### src/rtl/pc_next_ctrl_pkg.sv
// Shared definitions for the next-PC controller: target-select codes,
// controller state encoding and the sequential PC increment.
package pc_ctrl_pkg;

  // Target select codes driven by the decoder
  localparam logic [1:0] PCSEL_SEQ = 2'b00;
  localparam logic [1:0] PCSEL_REG = 2'b01;
  localparam logic [1:0] PCSEL_BR  = 2'b10;
  localparam logic [1:0] PCSEL_JMP = 2'b11;

  // Controller state encoding
  typedef logic [0:0] state_t;
  localparam state_t ST_FETCH = 1'b0;
  localparam state_t ST_FLUSH = 1'b1;

  // Byte distance between consecutive instructions
  localparam int unsigned PC_INC = 4;

endpackage

### src/rtl/pc_next_ctrl_if.sv
// Decode-result and fetch-PC bundle between decoder, next-PC controller and
// fetch. The master modport is the controller; slave is its environment.
interface pc_next_ctrl_if #(
  parameter int PC_W = 32
);

  logic            dec_valid;
  logic            dec_ready;
  logic [1:0]      sel;
  logic            B;
  logic [PC_W-1:0] dec_pc;
  logic [15:0]     imm;
  logic [25:0]     jidx;
  logic [PC_W-1:0] rs_val;
  logic [PC_W-1:0] pc;
  logic            pc_valid;
  logic            pc_ready;
  logic            flush;
  logic            misalign;

  modport master (
    input  dec_valid, sel, B, dec_pc, imm, jidx, rs_val, pc_ready,
    output dec_ready, pc, pc_valid, flush, misalign
  );

  modport slave (
    output dec_valid, sel, B, dec_pc, imm, jidx, rs_val, pc_ready,
    input  dec_ready, pc, pc_valid, flush, misalign
  );

endinterface

### src/rtl/pc_target_calc.sv
// Combinational redirect target calculation from the decoder's select code.
// The jump form keeps the top PC_W-28 bits of dec_pc, so PC_W must exceed 28.
module pc_target_calc
  import pc_ctrl_pkg::*;
#(
  parameter int PC_W = 32
) (
  input  logic [1:0]      sel,
  input  logic [PC_W-1:0] dec_pc,
  input  logic [15:0]     imm,
  input  logic [25:0]     jidx,
  input  logic [PC_W-1:0] rs_val,
  output logic [PC_W-1:0] target,
  output logic            misalign
);

  logic        [PC_W-1:0] seq_pc;
  logic signed [PC_W-1:0] br_off;

  assign seq_pc   = dec_pc + PC_W'(PC_INC);
  assign br_off   = {{(PC_W-18){imm[15]}}, imm, 2'b00};
  assign misalign = (sel == PCSEL_REG) && (rs_val[1:0] != 2'b00);

  // Select the redirect target; all sums wrap modulo 2^PC_W
  always_comb begin
    target = seq_pc;
    case (sel)
      PCSEL_SEQ: target = seq_pc;
      PCSEL_REG: target = {rs_val[PC_W-1:2], 2'b00};
      PCSEL_BR:  target = seq_pc + $unsigned(br_off);
      PCSEL_JMP: target = {dec_pc[PC_W-1:28], jidx, 2'b00};
      default:   target = seq_pc;
    endcase
  end

endmodule

### src/rtl/pc_next_ctrl.sv
// Next-PC controller: holds the fetch PC, advances it on fetch handshakes and
// applies decoder redirects, which flush in-flight fetches and open a fixed
// bubble window before fetch resumes.
module pc_next_ctrl
  import pc_ctrl_pkg::*;
#(
  parameter int              PC_W         = 32,
  parameter logic [PC_W-1:0] RESET_PC     = '0,
  parameter int              FLUSH_CYCLES = 1
) (
  input  logic           clk,
  input  logic           rst,
  pc_next_ctrl_if.master bus
);

  localparam int CNT_W = $clog2(FLUSH_CYCLES + 1);

  state_t          state;
  logic [CNT_W-1:0] cnt;
  logic [PC_W-1:0] pc_q;
  logic [PC_W-1:0] target;
  logic            tgt_misalign;
  logic            active;
  logic            redirect;
  logic            advance;

  pc_target_calc #(
    .PC_W (PC_W)
  ) u_target (
    .sel      (bus.sel),
    .dec_pc   (bus.dec_pc),
    .imm      (bus.imm),
    .jidx     (bus.jidx),
    .rs_val   (bus.rs_val),
    .target   (target),
    .misalign (tgt_misalign)
  );

  // Fetch is offered only outside reset and outside the bubble window. Only a
  // B of exactly 1 redirects, so an unknown B from the decoder's default case
  // falls through to a sequential advance.
  assign active   = !rst && (state == ST_FETCH);
  assign redirect = active && bus.dec_valid && (bus.B === 1'b1);
  assign advance  = active && bus.pc_ready;

  assign bus.pc        = pc_q;
  assign bus.pc_valid  = active;
  assign bus.dec_ready = active;
  assign bus.flush     = redirect;
  assign bus.misalign  = redirect && tgt_misalign;

  // State, bubble counter and PC register; a redirect takes priority over a
  // simultaneous fetch handshake, so no +4 is applied on that edge
  always_ff @(posedge clk or posedge rst) begin
    if (rst) begin
      state <= ST_FETCH;
      cnt   <= '0;
      pc_q  <= RESET_PC;
    end else begin
      case (state)
        ST_FETCH: begin
          if (redirect) begin
            pc_q  <= target;
            state <= ST_FLUSH;
            cnt   <= CNT_W'(FLUSH_CYCLES);
          end else if (advance) begin
            pc_q <= pc_q + PC_W'(PC_INC);
          end
        end
        default: begin
          cnt <= cnt - CNT_W'(1);
          if (cnt == CNT_W'(1)) begin
            state <= ST_FETCH;
          end
        end
      endcase
    end
  end

endmodule
### src/flat_wrapper.sv
// flat-port wrapper written by rule: the top's interface ports become plain ports
module pc_next_ctrl_flat import pc_ctrl_pkg::*;
#(
  parameter int              PC_W         = 32,
  parameter logic [PC_W-1:0] RESET_PC     = '0,
  parameter int              FLUSH_CYCLES = 1
)
  (clk, rst, bus_dec_valid, bus_sel, bus_B, bus_dec_pc, bus_imm, bus_jidx, bus_rs_val, bus_pc_ready, bus_dec_ready, bus_pc, bus_pc_valid, bus_flush, bus_misalign);
  pc_next_ctrl_if #(.PC_W(PC_W)) bus_i ();
  input  logic clk;
  input  logic rst;
  input wire logic [$bits(bus_i.dec_valid)-1:0] bus_dec_valid;
  input wire logic [$bits(bus_i.sel)-1:0] bus_sel;
  input wire logic [$bits(bus_i.B)-1:0] bus_B;
  input wire logic [$bits(bus_i.dec_pc)-1:0] bus_dec_pc;
  input wire logic [$bits(bus_i.imm)-1:0] bus_imm;
  input wire logic [$bits(bus_i.jidx)-1:0] bus_jidx;
  input wire logic [$bits(bus_i.rs_val)-1:0] bus_rs_val;
  input wire logic [$bits(bus_i.pc_ready)-1:0] bus_pc_ready;
  output wire logic [$bits(bus_i.dec_ready)-1:0] bus_dec_ready;
  output wire logic [$bits(bus_i.pc)-1:0] bus_pc;
  output wire logic [$bits(bus_i.pc_valid)-1:0] bus_pc_valid;
  output wire logic [$bits(bus_i.flush)-1:0] bus_flush;
  output wire logic [$bits(bus_i.misalign)-1:0] bus_misalign;
  assign bus_i.dec_valid = bus_dec_valid;
  assign bus_i.sel = bus_sel;
  assign bus_i.B = bus_B;
  assign bus_i.dec_pc = bus_dec_pc;
  assign bus_i.imm = bus_imm;
  assign bus_i.jidx = bus_jidx;
  assign bus_i.rs_val = bus_rs_val;
  assign bus_i.pc_ready = bus_pc_ready;
  assign bus_dec_ready = bus_i.dec_ready;
  assign bus_pc = bus_i.pc;
  assign bus_pc_valid = bus_i.pc_valid;
  assign bus_flush = bus_i.flush;
  assign bus_misalign = bus_i.misalign;
  pc_next_ctrl #(.PC_W(PC_W), .RESET_PC(RESET_PC), .FLUSH_CYCLES(FLUSH_CYCLES)) u_core (.clk(clk), .rst(rst), .bus(bus_i));
endmodule
### config.mk
export PLATFORM = sky130hd
export DESIGN_NAME = pc_next_ctrl_flat
export DESIGN_NICKNAME = d
export VERILOG_FILES = /design/src/rtl/pc_next_ctrl_pkg.sv /design/src/rtl/pc_next_ctrl_if.sv /design/src/rtl/pc_target_calc.sv /design/src/rtl/pc_next_ctrl.sv /design/src/flat_wrapper.sv
export SDC_FILE = /design/constraint.sdc
export NUM_CORES = 1
export LEC_CHECK = 0
export CAP_MARGIN = 10
export CORE_ASPECT_RATIO = 1.4
export CORE_MARGIN = 2
export CORE_UTILIZATION = 35
export DETAILED_ROUTE_END_ITERATION = 8
export GPL_TIMING_DRIVEN = 0
export SYNTH_ARGS = -nofsm -noshare
export SYNTH_HDL_FRONTEND = slang
export SYNTH_SLANG_ARGS = --single-unit
### constraint.sdc
create_clock -name clk -period 6.24 [get_ports clk]
set_input_delay 1.248 -clock clk [delete_from_list [all_inputs] [get_ports clk]]
set_output_delay 1.248 -clock clk [all_outputs]
set_load 0.005 [all_outputs]
==> flow_summary.json <==
{
  "status": "complete, no violations",
  "worstRegToRegCells": 9,
  "tightest_slew_ps": 903,
  "firstDrtPassIters": 4,
  "overflow": 0,
  "wirelength_mm": 17.1,
  "cts_buffers": 5,
  "final_layout_size_suffix_gt1_share_pct": 5.42,
  "yosys_warnings": 0,
  "hold_viol": 0,
  "cts_num_sinks": 34,
  "ys_ff_latch": 34,
  "rr_startpoint": "u_core.state",
  "finalMaxSlewViolations": 0,
  "die_w_um": 101,
  "grt_pass1_wl_mm": 26.3,
  "clock_skew_ps": 2.34,
  "cts_resized": 0,
  "power_density_nw_per_um2": 194,
  "wl_per_cell_um": 19.1,
  "fin_tns_setup_ps": 0,
  "htreeDepth": 2,
  "area_growth_pct": 39.8,
  "register_area_um2": 851,
  "cts_buffer_depth": 2,
  "r2r_slack_ps": 3740,
  "die-area_um2": 14300,
  "ir_drop_mv": 0.108,
  "required_ps": 6410,
  "placementRows": 49,
  "drt-initial-drc-count": 201,
  "p_leak_uw": 0.00251,
  "critPathKind": "input port to register",
  "synth_enable_flop_cells": 0,
  "core_area_um2": 12900,
  "postLayoutCoreUtil_pct": 50.3,
  "boundaryPins": 149,
  "multi_input_area_um2": 3650,
  "clock.fmax_ghz": 0.180,
  "syn_inst": 566,
  "synth_nets": 716,
  "finalSetupViolations": 0,
  "maxSlewHeadroom_pct": 39.8,
  "startpoint_type": "input port",
  "drt-vias-per-instance": 5.47,
  "hold_ws_ps": 464,
  "yosysSeqAreaShare_pct": 18.3,
  "cts.clk_slew.worst_paths_ps": 50,
  "synth_top_flop_cell": "dfrtp_1",
  "fin_ws_ps": 697,
  "reg2reg_to": "u_core.bus.pc[21]",
  "cts_tree": "yes",
  "place_ws_ps": 495,
  "drt_drc_violations_left": 0,
  "port_buffers": 146,
  "dpl.hpwl_mm": 14.4,
  "cts_hold_buf": 0,
  "start_util_pct": 36.0,
  "syn-cell-area_um2": 4660,
  "critical_path_arrival_ps": 5720,
  "finalPower_uw": 1260,
  "globalplace.congestion": 0.908,
  "period_minus_slack_ps": 5540,
  "post_cts_buffers": 0,
  "finalNetCount": 870,
  "grt_pass1_vias": 4939,
  "postRouteAntennaNets": 0,
  "synth_cell_type_count": 59,
  "vias": 4913,
  "die_h_um": 140,
  "num-fill-cells": 1264,
  "grtUsageTotal_pct": 23.8,
  "antenna_found_initial": 1,
  "cp-end-kind": "register",
  "critical_path_peak_fanout": 8,
  "async_reset_ff_share_pct": 100,
  "ctsRootBufferMaster": "clkbuf_16",
  "final.period_utilization_pct": 88.8,
  "hold_path.class": "register to register",
  "avgSynthCellArea_um2": 8.23,
  "critPathCapture": "u_core.bus.pc[29]",
  "clock_latency_ps": 280,
  "cp-startpoint": "bus_dec_pc[4]",
  "maxCapViolations": 0,
  "grt_max_degree": 21,
  "grt_setup_unrepaired": "false"
}
Yosys cell counts (all sizes together), types with 6 or more instances:
cell type	n	area share, %
clkbuf	18	1.5
nand3	20	2.2
a21o	14	2.3
inv	15	1.2
nand2	72	5.8
mux2i	14	3.0
o21ai	34	3.7
and3	8	1.1
nor2	44	3.5
a21oi	30	3.2
o211ai	7	1.1
nand4	22	3.1
nor3	18	2.0
buf	7	0.67
dfrtp	34	18
xor2	29	5.5
nor2b	6	0.81
mux4	21	10
ha	36	9.7
nand2b	6	0.81
xnor2	51	9.6
registers in the layout, indices dropped and copies added, names as in the netlist:
signal,flops
u_core.bus.pc,32
u_core.cnt,1
u_core.state,1
worst max-delay path, cell delays in order:
cell,delay (ps)
clkdlybuf4s50_1,620
nand4_1,160
nor2_1,260
nand3_1,310
nor3_1,310
xor2_1,120
ha_1,280
clkbuf_1,300
nand4_1,180
o21bai_1,270
a31oi_1,260
o211ai_1,110
a41oi_1,390
o221ai_1,250
nand2b_1,200
and3_1,170
o32ai_1,270
worst min path at each step:
stage / cells after the start / to / slack (ps) / start
6_report: 2 / u_core.bus.pc[1] / 460 / u_core.bus.pc[1]
5_1_grt: 2 / u_core.bus.pc[1] / 520 / u_core.bus.pc[1]
2_1_floorplan: 1 / u_core.state / 460 / u_core.cnt
4_1_cts: 2 / u_core.bus.pc[1] / 470 / u_core.bus.pc[1]
3_5_place_dp: 2 / u_core.bus.pc[1] / 460 / u_core.bus.pc[1]
3_3_place_gp: 2 / u_core.bus.pc[1] / 460 / u_core.bus.pc[1]
power by group:
group	switching (uW)	total (uW)	internal, uW
Combinational	277	642	365
Clock	82.9	237	154
Sequential	90.5	385	294
Total	451	1260	813
final cells by class:
class                           count  share of cell area (%)
Buffer                             25                    1.52
Timing Repair Buffer              147                    22.9
Inverter                           16                   0.923
Multi-Input combinational cell    491                    56.0
Antenna cell                        1                  0.0384
Sequential cell                    34                    13.1
Clock buffer                        6                    2.13
Tap cell                          178                    3.42
per-stage QoR:
stage	cells	instance area [um^2]
2_1_floorplan	566	4660
3_5_place_dp	891	6370
5_1_grt	897	6510
6_report	898	6510
4_1_cts	897	6510
3_3_place_gp	890	6340
per-layer routing:
layer	GRT usage, %	part of all wire, %
met1	28.9	40
met2	43.9	53
met3	1.35	4.1
met4	7.97	2.9
met5	0	0
cells by family after synthesis:
logic type               after synthesis  share of synthesized area (%)
AND/OR/NAND/NOR                      213                           22.1
buffers and inverters                 41                           3.41
flip-flops                            34                           18.3
adder cells (fa/ha/maj)               37                           10.1
XOR/XNOR                              80                           15.0
multiplexers                          38                           13.9
AO/OA/AOI/OAI                        123                           17.2
layout by cell type (no fill, tap or decap), drive strengths merged, types with 5 or more instances in the layout:
| master | n |
|---|---|
| clkbuf | 24 |
| nor2 | 44 |
| ha | 36 |
| xor2 | 29 |
| nor2b | 6 |
| nand4 | 22 |
| and3 | 8 |
| mux4 | 21 |
| o211ai | 7 |
| nand3 | 20 |
| inv | 15 |
| clkdlybuf4s50 | 146 |
| buf | 8 |
| o21ai | 34 |
| xnor2 | 51 |
| a21o | 14 |
| nor4 | 5 |
| mux2i | 14 |
| nor3 | 18 |
| a21oi | 30 |
| dfrtp | 34 |
| nand2 | 72 |
| nand2b | 6 |
No activity file was read; power rests on OpenSTA's default activity.
